===== config.mk =====
export PLATFORM = sky130hd
export DESIGN_NAME = sensor_conditioner
export DESIGN_NICKNAME = d
export VERILOG_FILES = /design/src/rtl/sensor_conditioner.sv
export SDC_FILE = /design/constraint.sdc
export NUM_CORES = 1
export LEC_CHECK = 0
export CELL_PAD_IN_SITES_DETAIL_PLACEMENT = 0
export CELL_PAD_IN_SITES_GLOBAL_PLACEMENT = 2
export CORE_ASPECT_RATIO = 0.8
export CORE_MARGIN = 2
export CORE_UTILIZATION = 39
export DETAILED_ROUTE_END_ITERATION = 16
export GPL_TIMING_DRIVEN = 0
export PLACE_DENSITY = 0.87
export SLEW_MARGIN = 15
export SYNTH_ARGS = -nofsm -noshare
export SYNTH_HDL_FRONTEND = slang
export SYNTH_SLANG_ARGS = --single-unit

===== constraint.sdc =====
create_clock -name clk -period 2.7 [get_ports clk]
set_input_delay 0.54 -clock clk [delete_from_list [all_inputs] [get_ports clk]]
set_output_delay 0.54 -clock clk [all_outputs]
set_load 0.01 [all_outputs]

===== src/rtl/sensor_conditioner.sv =====
// Vehicle-sensor conditioner: synchronises and debounces four sensors, latches
// requests and issues a one-cycle advance pulse. Optional event counter: SEN_EVT_CNT_EN.
module sensor_conditioner #(
  parameter int DEB_CYCLES = 16,
  parameter int HOLDOFF    = 64
) (
  input  logic       clk,
  input  logic       rst,
  input  logic       raw_n,
  input  logic       raw_s,
  input  logic       raw_e,
  input  logic       raw_w,
  input  logic [1:0] cur_dir,
  output logic       sen,
  output logic [3:0] req,
  output logic [7:0] evt_cnt
);

  localparam logic [7:0]  DEB_LIM = 8'(DEB_CYCLES);
  localparam logic [15:0] HOLD_LD = 16'(HOLDOFF);

  logic [3:0]  w_raw;
  logic [3:0]  r_sync1;
  logic [3:0]  r_sync2;
  logic [3:0]  r_deb;
  logic [3:0]  r_deb_d;
  logic [7:0]  r_deb_cnt [4];
  logic [3:0]  r_req;
  logic        r_sen;
  logic [15:0] r_holdoff;
  logic [1:0]  r_prev_dir;

  logic [3:0]  w_rise;
  logic [3:0]  w_dir_oh;
  logic [1:0]  w_next_dir;
  logic        w_dir_chg;
  logic        w_fire;

  // Bit index of every request vector equals the cur_dir encoding.
  assign w_raw = {raw_w, raw_e, raw_s, raw_n};

  always_ff @(posedge clk) begin
    if (!rst) begin
      r_sync1 <= '0;
      r_sync2 <= '0;
      r_deb   <= '0;
      r_deb_d <= '0;
      for (int i = 0; i < 4; i++) r_deb_cnt[i] <= '0;
    end else begin
      r_sync1 <= w_raw;
      r_sync2 <= r_sync1;
      r_deb_d <= r_deb;
      for (int i = 0; i < 4; i++) begin
        if (r_sync2[i] == r_deb[i]) begin
          r_deb_cnt[i] <= '0;
        end else if (r_deb_cnt[i] == DEB_LIM) begin
          r_deb[i]     <= r_sync2[i];
          r_deb_cnt[i] <= '0;
        end else begin
          r_deb_cnt[i] <= r_deb_cnt[i] + 8'd1;
        end
      end
    end
  end

  // Rotation is north -> east -> south -> west -> north.
  always_comb begin
    w_next_dir = 2'b00;
    case (cur_dir)
      2'b00:   w_next_dir = 2'b10;
      2'b10:   w_next_dir = 2'b01;
      2'b01:   w_next_dir = 2'b11;
      default: w_next_dir = 2'b00;
    endcase
  end

  assign w_rise    = r_deb & ~r_deb_d;
  assign w_dir_oh  = 4'b0001 << cur_dir;
  assign w_dir_chg = (cur_dir != r_prev_dir);
  assign w_fire    = (r_holdoff == 16'd0) && r_req[w_next_dir] &&
                     !r_req[cur_dir] && !w_dir_chg;

  always_ff @(posedge clk) begin
    if (!rst) begin
      r_req      <= '0;
      r_sen      <= 1'b0;
      r_holdoff  <= HOLD_LD;
      r_prev_dir <= cur_dir;
    end else begin
      // Clear for the green direction overrides a new rising edge.
      r_req      <= (r_req | w_rise) & ~w_dir_oh;
      r_sen      <= w_fire;
      r_prev_dir <= cur_dir;
      if (w_fire || w_dir_chg) begin
        r_holdoff <= HOLD_LD;
      end else if (r_holdoff != 16'd0) begin
        r_holdoff <= r_holdoff - 16'd1;
      end
    end
  end

  assign sen = r_sen;
  assign req = r_req;

`ifdef SEN_EVT_CNT_EN
  logic [7:0] r_evt_cnt;

  always_ff @(posedge clk) begin
    if (!rst) begin
      r_evt_cnt <= '0;
    end else if (w_fire && (r_evt_cnt != 8'hFF)) begin
      r_evt_cnt <= r_evt_cnt + 8'd1;
    end
  end

  assign evt_cnt = r_evt_cnt;
`else
  assign evt_cnt = 8'd0;
`endif

endmodule


==> results.toml, run 1 <==
[status]
outcome = "finished clean"

[setup_path]
cp_data_required_time_ns = 2.99
r2r_end = "r_holdoff[0]"
critical_path_class = "in -> reg"
crit_fanout = 6
worstRegToRegCells = 7
cpMaxStageDelayCell = "clkdlybuf4s50_1"
path_cells = "clkdlybuf4s50_1 -> inv_1 -> ha_1 -> o21bai_1 -> mux4_2 -> nand2b_1 -> nor2b_2 -> a32o_1"
slowest_delay_ns = 0.63
worstSetupStartpoint = "cur_dir[0]"
end_kind = "flop"
crit_arrival_ns = 2.76
start_kind = "primary input"
worstReg2RegStart = "r_holdoff[0]"
reg2reg_setup_slack_ns = 0.62

[die]
design.core.area_um2 = 8520
start_util = 0.404
die_x_um = 109
die_area_um2 = 9590
row_count = 30
io_pins = 21
die_y_um = 88.0

[sta]
max_freq_mhz = 404
skew_ns = 0.00808
min_period_ns = 2.48
period_share = 0.917
slew_headroom = 0.622
setup-violations-final = 0
rsz0062_at_grt = "no"
tightestPinTransition_ns = 0.559
finalWorstSetupSlack_ns = 0.225
slew_viol_final = 0
finalSetupTns_ns = 0
hold_violations = 0

[synthesis]
syn_area_um2 = 3440
syn_inst = 328
synth_edf_count = 32
synthFlopType = "dfxtp_1"
yosysWarnings = 0
synth.yosys.seq_area_share = 0.506
synthArstFlopShare = 0
synth_area_per_cell_um2 = 10.5
ys_ff_latch = 71
synth_cell_types = 45

[layout]
n_antenna_cell = 0
drive_above_1_share = 0.0865
regArea_um2 = 1740
final_common_cell = "nor2_1"
finalNonFillerCells = 505
multiInputGateArea_um2 = 1690
final_cell_mix = "nor2_1 (44), conb_1 (40), dfxtp_1 (39)"
stdcell_area_um2 = 4050
syn_to_final_growth_pct = 17.6
nFillCells = 813
fin_nets = 409

[placement]
placed_area_um2 = 3830
place.gp.congestion = 0.792
dp_cells = 489
post-place-ws_ns = -0.154
portBuffers = 11
place_hpwl_um = 4310

[routing]
wl_per_cell_um = 11.7
route.detailed.drc = 0
vias = 2302
dr.pass1.iters = 4
ant_nets = 0
via_per_inst = 4.56
drt_iter0_markers = 74
drt_wl_total_um = 5890

[global_routing]
grt-ovfl-total = 0
antenna_found_initial = 0
grt_pass1_wl_um = 10400
grt_pass1_vias = 2237
grt_max_degree = 13
grt.total_usage = 0.142

[cts]
h-tree-depth = 3
cts_buffers = 9
ctsResizeCount = 0
clock_path_buffers = 2
path_clk_slew_ns = 0.08
hold_buffers = 0
cts_tree = "built"
cts_sinks = 71
cts-root-buf = "clkbuf_8"
post-cts-setup-buffer-count = 0
clk_latency_ns = 0.34

[worst_hold_path]
hold_class = "reg -> reg"
hold_end = "r_sync2[1]"
min-delay-start = "r_sync1[1]"
hold_depth = 1

[job]
drv_cap = 0

[power_and_ir_drop]
powerDensity_nw_per_um2 = 574
p_leak_uw = 0.00162
max-vdd-ir-drop_mv = 0.275
p_total_uw = 2320
==> how the worst max path moves through the flow <==
stage / endpoint / slack (ns) / cells past startpoint
3_5_place_dp: r_holdoff[1] / -0.15 / 8
4_1_cts: r_holdoff[1] / 0.22 / 8
5_1_grt: r_holdoff[0] / 0.09 / 8
2_1_floorplan: r_holdoff[1] / 0.75 / 7
6_report: r_holdoff[1] / 0.22 / 8
3_3_place_gp: r_holdoff[1] / -0.11 / 8
==> power breakdown <==
| group | internal, µW | switching [µW] | total (µW) | leakage, µW |
|---|---|---|---|---|
| clock network | 517 | 396 | 913 | 0.000104 |
| logic | 90.5 | 117 | 208 | 0.000866 |
| registers | 1160 | 40.1 | 1200 | 0.000648 |
| total | 1770 | 553 | 2320 | 0.00162 |
==> cell type report <==
| cell class | count | share of cell area |
|---|---|---|
| flip-flops and latches | 71 | 0.431 |
| multi-input cells | 263 | 0.418 |
| well taps | 112 | 0.0346 |
| clock buffers | 10 | 0.0315 |
| repair buffers | 11 | 0.0272 |
| clock inverters | 6 | 0.0210 |
| inverters | 21 | 0.0195 |
| plain buffers | 11 | 0.0176 |
==> critical path, delay by kind of cell <==
| family | cells | cell delay [ns] |
|---|---|---|
| fa+ha+maj | 1 | 0.23 |
| mux | 1 | 0.51 |
| buf+inv | 2 | 0.74 |
| compound gates | 2 | 0.36 |
| simple gates | 2 | 0.38 |
==> layer usage <==
| metal | track usage | routed length, µm |
|---|---|---|
| met5 | 0 | 0 |
| met4 | 0.0548 | 101 |
| met3 | 0.0454 | 266 |
| met2 | 0.215 | 2570 |
| met1 | 0.189 | 2960 |
==> sequential cells by signal, summed over array words and instances (netlist names) <==
register    flops
r_prev_dir      2
sen             1
r_sync2         4
req             4
r_deb           4
r_deb_cnt      32
r_sync1         4
r_holdoff      16
r_deb_d         4
==> per-stage QoR <==
step | hold WS (ns) | utilization
final | 0.439 | 0.475
after global routing | 0.467 | 0.475
after CTS | 0.440 | 0.475
after detailed placement | 0.421 | 0.450
after floorplan | 0.412 | -
after global placement | 0.418 | 0.450
==> synth_stat cells (all sizes together) (4+ instances only) <==
master / number / area (µm²)
and2: 12 / 75.1
nor2: 44 / 165
nor3: 9 / 67.6
nor2b: 6 / 40.0
xnor2: 13 / 114
mux2i: 6 / 60.1
nor3b: 4 / 30.0
inv: 21 / 78.8
nand3: 27 / 148
edfxtp: 32 / 961
a21oi: 12 / 60.1
nand2: 12 / 45.0
ha: 13 / 163
xor2: 22 / 193
buf: 8 / 60.1
and3: 10 / 62.6
dfxtp: 39 / 781
==> kinds of logic (layout without fill, tap and decap cells) <==
logic type                 count (synthesis)  in the layout  synth area share
muxes                                      8              8            0.0306
adders and majority gates                 13             13            0.0473
xor gates and xnor gates                  35             35            0.0891
AOI/OAI and AO/OA                         24             24            0.0447
other                                      2             40           0.00218
buffers and inverters                     32             59            0.0437
and+or+nand+nor                          143            143             0.236
DFF                                       71             71             0.506
Note: power is estimated with default switching activity, not from simulation.
==> inputs of run 2 (changes only) <==
--- a/config.mk
+++ b/config.mk
@@ -9,10 +9,11 @@
 export CELL_PAD_IN_SITES_GLOBAL_PLACEMENT = 2
 export CORE_ASPECT_RATIO = 0.8
 export CORE_MARGIN = 2
-export CORE_UTILIZATION = 39
+export CORE_UTILIZATION = 41
+export CTS_BUF_LIST = sky130_fd_sc_hd__clkbuf_8
 export DETAILED_ROUTE_END_ITERATION = 16
 export GPL_TIMING_DRIVEN = 0
-export PLACE_DENSITY = 0.87
+export PLACE_DENSITY = 0.9
 export SLEW_MARGIN = 15
 export SYNTH_ARGS = -nofsm -noshare
 export SYNTH_HDL_FRONTEND = slang
==> run 2 against run 1 <==
Combinational power is essentially flat. Clock-buffer cell count grew 1. First-iteration DRC count shrank 12%. Flip-flop and latch count is the same. Clock power shrank 20%.
==> results.toml, run 2 (synthesis gave the netlist of run 1 again) <==
[power_and_ir_drop]
p_leak_uw = 0.00161
pwr-share-seq = 0.562
power.switching_uw = 518
p_int_uw = 1620
max-vdd-ir-drop_mv = 0.305
combPwrFrac = 0.097
powerDensity_nw_per_um2 = 535
p_clk_frac = 0.341
p_sw_frac = 0.243

[cts]
hold_buffers = 0
cts_sinks = 71
clock_path_buffers = 2
path_clk_slew_ns = 0.07
h-tree-depth = 3
post-cts-setup-buffer-count = 0
ctsResizeCount = 0
cts_tree = "built"
clk_latency_ns = 0.34
cts_buffers = 9
cts-root-buf = "clkbuf_8"

[sta]
slew_headroom = 0.560
slew_viol_final = 0
whs_ns = 0.434
tightestPinTransition_ns = 0.651
hold_violations = 0
max_freq_mhz = 405
rsz0062_at_grt = "no"
setup-violations-final = 0
period_share = 0.915
min_period_ns = 2.47
skew_ns = 0.00706

[layout]
fin_nets = 409
n_antenna_cell = 0
stdcell_area_um2 = 4000
final_cell_mix = "nor2_1 (44), conb_1 (40), dfxtp_1 (39)"
drive_above_1_share = 0.0816
final_common_cell = "nor2_1"
regMostFlops = "r_deb_cnt"
reg.largest.list = "r_deb_cnt (32), r_holdoff (16)"
largest_reg_flops = 32
nFillCells = 764
syn_to_final_growth_pct = 16.2

[setup_path]
critical_path_class = "in -> reg"
crit_arrival_ns = 2.75
end_kind = "flop"
start_kind = "primary input"
crit_fanout = 6
cp_data_required_time_ns = 2.98

[die]
die_y_um = 85.9
die_x_um = 106
die_area_um2 = 9140
io_pins = 21
start_util = 0.429
row_count = 29
design.core.area_um2 = 8020

[global_routing]
grt-ovfl-total = 0
antenna_found_initial = 0
grt_max_degree = 12
grt_pass1_wl_um = 10000
grt_pass1_vias = 2139
grt.total_usage = 0.140

[routing]
drt_iter0_markers = 65
route.detailed.drc = 0
ant_nets = 0
dr.pass1.iters = 4
drt_wl_total_um = 5660
via_per_inst = 4.60
wl_per_cell_um = 11.3
vias = 2302

[placement]
portBuffers = 11
placed_area_um2 = 3830
place.gp.congestion = 0.739
place_hpwl_um = 4110

[worst_hold_path]
hold_class = "reg -> reg"

[job]
drv_cap = 0

[status]
outcome = "finished clean"
[run 2: cell types whose count changed in the layout (fill, tap and decap cells not counted), sizes merged]
| cell | change |
|---|---|
| bufinv | -2 |
| clkbuf | +1 |
| clkinv | -2 |
| clkinvlp | -1 |
| inv | +3 |
[run 2: cell type report]
cell class | instances | area [µm²] | area share
sequential | 71 | 1740 | 0.436
multi-input combinational | 263 | 1690 | 0.423
clock buffer | 11 | 151 | 0.0379
tap | 108 | 135 | 0.0338
timing repair buffer | 11 | 110 | 0.0276
inverter | 21 | 78.8 | 0.0197
buffer | 11 | 71.3 | 0.0179
clock inverter | 4 | 16.3 | 0.00407
[run 2: worst max-delay path, stage by stage]
cell and delay, ns:
clkdlybuf4s50_1 0.62, inv_1 0.11, ha_1 0.23, o21bai_1 0.18, mux4_2 0.52, nand2b_1 0.14
nor2b_2 0.22, a32o_1 0.17
[run 2: power by group through the flow]
stage                     Combinational [µW]  Clock (µW)  Sequential [µW]
after global placement                   205           0             1220
after global routing                     237         815             1210
after CTS                                206         771             1200
after floorplan                          161           0             1210
final                                    207         729             1200
after detailed placement                 205           0             1220
[run 2: worst paths after layout]
kind	start	end	slack [ns]	depth (start not counted)
max	cur_dir[0]	r_holdoff[1]	0.23	8
min	r_sync1[3]	r_sync2[3]	0.43	1
max reg2reg	r_holdoff[0]	r_holdoff[0]	0.62	7
min reg2reg	r_sync1[3]	r_sync2[3]	0.43	1
[run 2: per-layer routing]
metal | global-route usage | wire length, µm
met5 | 0 | 0
met4 | 0.0443 | 70
met3 | 0.0540 | 284
met2 | 0.202 | 2420
met1 | 0.195 | 2880
[run 2: stage by stage]
step	util	cells	power [µW]	TNS, ns	setup WS (ns)
after floorplan	-	366	1380	0	0.753
after global placement	0.477	485	1430	-0.222	-0.0908
after detailed placement	0.477	485	1430	-0.372	-0.137
after CTS	0.498	500	2180	0	0.217
after global routing	0.498	500	2260	0	0.0627
final	0.498	500	2140	0	0.230
